--- src/rtl/sisc_fetch_pc.sv ---
// SISC fetch stage: program counter, instruction register, instruction-memory
// request handshake with timeout, status register and branch-condition logic.
module sisc_fetch_pc #(
  parameter int unsigned PC_W    = 16,
  parameter int unsigned IR_W    = 32,
  parameter int unsigned TIMEOUT = 15
) (
  input  logic            i_clk,
  input  logic            i_rst_f,
  input  logic            i_pc_rst,
  input  logic            i_ir_load,
  input  logic            i_pc_write,
  input  logic            i_pc_sel,
  input  logic            i_br_sel,
  input  logic            i_stat_en,
  input  logic [3:0]      i_stat_in,
  output logic            o_im_req,
  output logic [PC_W-1:0] o_im_addr,
  input  logic [IR_W-1:0] i_im_rdata,
  input  logic            i_im_ready,
  output logic [IR_W-1:0] o_ir,
  output logic [3:0]      o_opcode,
  output logic [3:0]      o_mm,
  output logic [15:0]     o_imm,
  output logic [3:0]      o_stat,
  output logic [PC_W-1:0] o_pc_out,
  output logic            o_br_taken,
  output logic            o_fetch_busy,
  output logic            o_fetch_err
);

  localparam int unsigned CNT_W = 8;

  typedef enum logic {
    S_IDLE = 1'b0,
    S_REQ  = 1'b1
  } state_t;

  state_t            r_state, w_state_nxt;
  logic [CNT_W-1:0]  r_cnt, w_cnt_nxt, w_cnt_inc;
  logic [IR_W-1:0]   r_ir, w_ir_nxt;
  logic              r_err, w_err_nxt;
  logic [PC_W-1:0]   r_addr, w_addr_nxt;
  logic [PC_W-1:0]   r_pc, w_pc_nxt;
  logic [3:0]        r_stat;
  logic [PC_W-1:0]   w_imm, w_target;
  logic [3:0]        w_flags;
  logic              w_br_taken;

  assign w_cnt_inc = r_cnt + CNT_W'(1);

  // Fetch FSM next-state; im_ready wins over a timeout on the same cycle
  always_comb begin
    w_state_nxt = r_state;
    w_cnt_nxt   = r_cnt;
    w_ir_nxt    = r_ir;
    w_err_nxt   = r_err;
    w_addr_nxt  = r_addr;
    case (r_state)
      S_IDLE: begin
        if (i_ir_load) begin
          w_addr_nxt  = r_pc;
          w_cnt_nxt   = '0;
          w_state_nxt = S_REQ;
        end
      end
      S_REQ: begin
        if (i_im_ready) begin
          w_ir_nxt    = i_im_rdata;
          w_state_nxt = S_IDLE;
        end else begin
          w_cnt_nxt = w_cnt_inc;
          if (w_cnt_inc == CNT_W'(TIMEOUT)) begin
            w_ir_nxt    = '0;
            w_err_nxt   = 1'b1;
            w_state_nxt = S_IDLE;
          end
        end
      end
      default: w_state_nxt = S_IDLE;
    endcase
  end

  // Branch condition from registered ir and stat
  assign w_flags = r_stat & r_ir[27:24];
  always_comb begin
    w_br_taken = 1'b0;
    case (r_ir[31:28])
      4'd4, 4'd5: w_br_taken = (r_ir[27:24] == 4'd0) || (|w_flags);
      4'd6, 4'd7: w_br_taken = ~(|w_flags);
      default:    w_br_taken = 1'b0;
    endcase
  end

  assign w_imm    = PC_W'(r_ir[15:0]);
  assign w_target = i_br_sel ? w_imm : (r_pc + w_imm);

  always_comb begin
    w_pc_nxt = r_pc;
    if (i_pc_rst) begin
      w_pc_nxt = '0;
    end else if (i_pc_write) begin
      if (!i_pc_sel)       w_pc_nxt = r_pc + PC_W'(1);
      else if (w_br_taken) w_pc_nxt = w_target;
    end
  end

  always_ff @(posedge i_clk) begin
    if (i_rst_f) begin
      r_state <= S_IDLE;
      r_cnt   <= '0;
      r_ir    <= '0;
      r_err   <= 1'b0;
      r_addr  <= '0;
      r_pc    <= '0;
      r_stat  <= '0;
    end else begin
      r_state <= w_state_nxt;
      r_cnt   <= w_cnt_nxt;
      r_ir    <= w_ir_nxt;
      r_err   <= w_err_nxt;
      r_addr  <= w_addr_nxt;
      r_pc    <= w_pc_nxt;
      if (i_stat_en) r_stat <= i_stat_in;
    end
  end

  assign o_im_req     = (r_state == S_REQ);
  assign o_im_addr    = r_addr;
  assign o_ir         = r_ir;
  assign o_opcode     = r_ir[31:28];
  assign o_mm         = r_ir[27:24];
  assign o_imm        = r_ir[15:0];
  assign o_stat       = r_stat;
  assign o_pc_out     = r_pc;
  assign o_br_taken   = w_br_taken;
  assign o_fetch_busy = (r_state != S_IDLE);
  assign o_fetch_err  = r_err;

endmodule
--- config.mk ---
export PLATFORM = sky130hd
export DESIGN_NAME = sisc_fetch_pc
export DESIGN_NICKNAME = d
export VERILOG_FILES = /design/src/rtl/sisc_fetch_pc.sv
export SDC_FILE = /design/constraint.sdc
export NUM_CORES = 1
export LEC_CHECK = 0
export CORE_MARGIN = 2
export CORE_UTILIZATION = 35
export DETAILED_ROUTE_END_ITERATION = 10
export DONT_BUFFER_PORTS = 1
export GPL_TIMING_DRIVEN = 0
export PLACE_DENSITY = 0.52
export SYNTH_ARGS = -nofsm -noshare
export SYNTH_HDL_FRONTEND = slang
export SYNTH_SLANG_ARGS = --single-unit
--- constraint.sdc ---
create_clock -name i_clk -period 3.4 [get_ports i_clk]
set_clock_uncertainty 0.15 [all_clocks]
set_input_delay 0.34 -clock i_clk [delete_from_list [all_inputs] [get_ports i_clk]]
set_output_delay 0.34 -clock i_clk [all_outputs]
set_load 0.01 [all_outputs]
==> results.toml <==
[pwr]
p_int_w = 0.00172
cellPowerDensity_mw_per_mm2 = 426
swShare = 0.246
pwr-share-seq = 0.431
leakagePower_nw = 2.04
p_switching_w = 0.000560
comb_power_share = 0.102
ir_worst_vdd_uv = 335
pwr-share-clk = 0.467
total_power_w = 0.00228

[detailed_routing]
dr.pass1.iters = 5
routed_wl_um = 13400
wl_per_cell_um = 17.6
ant_nets = 0
drt-vias-per-instance = 5.38
post-route-drc-count = 0
drtIter0Drc = 296
via_count = 4106

[sta]
hold_violations = 0
finalCriticalPeriod_ns = 2.82
finalSetupTns_ns = 0
rsz0062_at_grt = "false"
slew-limit-headroom = 0.364
layout_setup_ws_ns = 0.580
period_share = 0.829
slew_violations = 0
worst_pin_slew_ns = 0.952
finalSetupViolations = 0
fmax_ghz = 0.355
timing.hold.ws_ns = 0.0136

[clocking]
cts_buffers = 9
clock_latency_ns = 0.34
htree_levels = 3
root_buffer = "clkbuf_16"
cts.path.max_buffers = 2
cts.sink_count = 78
cts_resized = 0
clk_pin_slew_worst_paths_ns = 0.06
cts_tree = "done"

[floorplan]
dieArea_mm2 = 0.0137
rows = 41
start_util = 0.356
die_h_um = 117
die_w_um = 117
pin_count = 141
coreArea_mm2 = 0.0126

[worst_setup_path]
cpMostUsedCell = "o21ai_0"
crit_chain = "ha_1 -> fa_1 -> a211oi_1 -> o211ai_1 -> nand4_1 -> mux2_2 -> o21ai_0 -> nand2_1 -> o21ai_0"
startpoint_type = "flop"
crit_path_end_kind = "flop"
crit_type = "flop to flop"
cp_slowest_cell = "dfxtp_1"
path_max_fanout = 9
worstPathRequired_ns = 3.52
cpPeakStageDelay_ns = 0.45
crit_arrival_ns = 2.94

[yosys]
ys_types = 61
seq_area_frac_synth = 0.349
syn_area_per_cell_um2 = 8.25
synthArstFlopShare = 0
synth_top_area_share = 0.349
ys.flop_type = "dfxtp_1"
ys_ff_latch = 78
syn_nets = 606
netlist_top_cells_count = "dfxtp_1 (78), nand2_1 (70), a21oi_1 (45), nor2_1 (45), a22o_1 (30)"
netlist_instances = 542
synthTopCellsByArea = "dfxtp_1 (35%), a22o_1 (5.9%), nand2_1 (5.9%)"
synth-edff-count = 0
yosysWarnings = 0
synth.most_common_cell = "dfxtp_1"
synth_top_area_cell = "dfxtp_1"
synth.cell_area_mm2 = 0.00447

[placement]
numPortBuffers = 0
pre_cts_slack_ns = 0.610
place_inst = 714
gp_congestion = 0.879
hpwl_um = 9990

[min_path]
worstHoldPathType = "input pin to flop"

[cells_and_area]
fin_nets = 651
diodes = 0
drive_gt1_frac = 0.117
area_growth_pct = 19.7
final_cells = 763

[global_route]
grt_pass1_wl_um = 20800
grt_pass1_vias = 3936
grt_use_total = 0.199
antenna_found_initial = 0
grt_max_degree = 13
overflow = 0

[flow_run]
maxCapViolations = 0

[outcome]
outcome = "completed"
[stage by stage]
stage               area [µm²]  utilization
finish                    5350        0.426
global route              5350        0.426
CTS                       5350        0.426
detailed placement        4690        0.373
global placement          4690        0.373
floorplan                 4470            -
[worst max-delay path: cells and delay by family, from the launching register on]
kind                       cells  cell delay, ns
DFF                            1            0.45
adders and majority gates      2            0.74
and+or+nand+nor                2            0.29
AOI/OAI and AO/OA              4            0.76
muxes                          1            0.36
[flip-flops by register name, summed over array words and instances (netlist names)]
signal	count
o_fetch_busy	1
o_fetch_err	1
o_im_addr	16
o_ir	32
o_pc_out	16
o_stat	4
r_cnt	8
[area by class of cell]
type | instances | area [µm²]
Fill cell | 1264 | 7220
Multi-Input combinational cell | 399 | 2540
Sequential cell | 78 | 1560
Buffer | 58 | 348
Timing Repair Buffer | 34 | 340
Clock buffer | 12 | 256
Tap cell | 172 | 215
Clock inverter | 3 | 67.6
Inverter | 7 | 26.3
[placed cells by master, fill, tap and decap left out, types with 5 or more instances in the layout]
master,count
dlygate4sd3_1,34
a22oi_1,5
a211oi_1,5
buf_4,26
clkbuf_1,20
and3_1,6
o21ai_0,29
dfxtp_1,78
nand3_1,17
xor2_1,5
a21o_1,6
mux2i_1,9
nor2_1,45
buf_2,7
a31oi_1,6
xnor2_1,13
nand2b_1,6
ha_1,18
a22o_1,30
clkbuf_16,9
inv_1,7
nand2_1,70
o211ai_1,8
nand4_1,8
nor3b_1,5
a21oi_1,45
nor2b_1,6
[power by group through the flow]
stage / combinational, W / clock (W) / sequential [W]
floorplan: 0.000158 / 0 / 0.000990
global placement: 0.000197 / 0 / 0.00100
detailed placement: 0.000201 / 0 / 0.00100
CTS: 0.000233 / 0.00109 / 0.000983
global route: 0.000258 / 0.00113 / 0.000987
finish: 0.000233 / 0.00106 / 0.000983
[worst paths after layout]
| path | start | to | slack (ns) | cells past startpoint |
|---|---|---|---|---|
| max | o_pc_out[0]$_SDFFE_PP0P_ | o_pc_out[10]$_SDFFE_PP0P_ | 0.58 | 9 |
| min | i_stat_in[0] | o_stat[0]$_SDFFE_PP0P_ | 0.01 | 2 |
| max reg2reg | o_pc_out[0]$_SDFFE_PP0P_ | o_pc_out[10]$_SDFFE_PP0P_ | 0.58 | 9 |
| min reg2reg | o_im_addr[11]$_SDFFE_PP0P_ | o_im_addr[11]$_SDFFE_PP0P_ | 0.35 | 2 |
[routing by layer]
layer	global-route usage	vias up	part of all wire	wire (µm)
li1	-	2014	-	-
met1	0.255	1935	0.44	5960
met2	0.325	140	0.47	6330
met3	0.0566	17	0.070	947
met4	0.0627	0	0.015	195
met5	0	-	0	0
[kinds of logic (layout without fill, tap and decap cells)]
| kind of cell | count (synthesis) | after routing | share of synthesized area |
|---|---|---|---|
| adders and majority gates | 19 | 19 | 0.0548 |
| DFF | 78 | 78 | 0.349 |
| AOI/OAI and AO/OA | 162 | 162 | 0.245 |
| muxes | 10 | 10 | 0.0227 |
| buffers and inverters | 65 | 114 | 0.0837 |
| and+or+nand+nor | 190 | 190 | 0.210 |
| xor gates and xnor gates | 18 | 18 | 0.0353 |
[timing repair]
item                                    CTS  global route
hold buffers                             34             0
hold endpoints to repair                 34             0
buffers inserted                          0             0
endpoints found under the setup margin    0             0
Power figures use the tool's default switching activity.
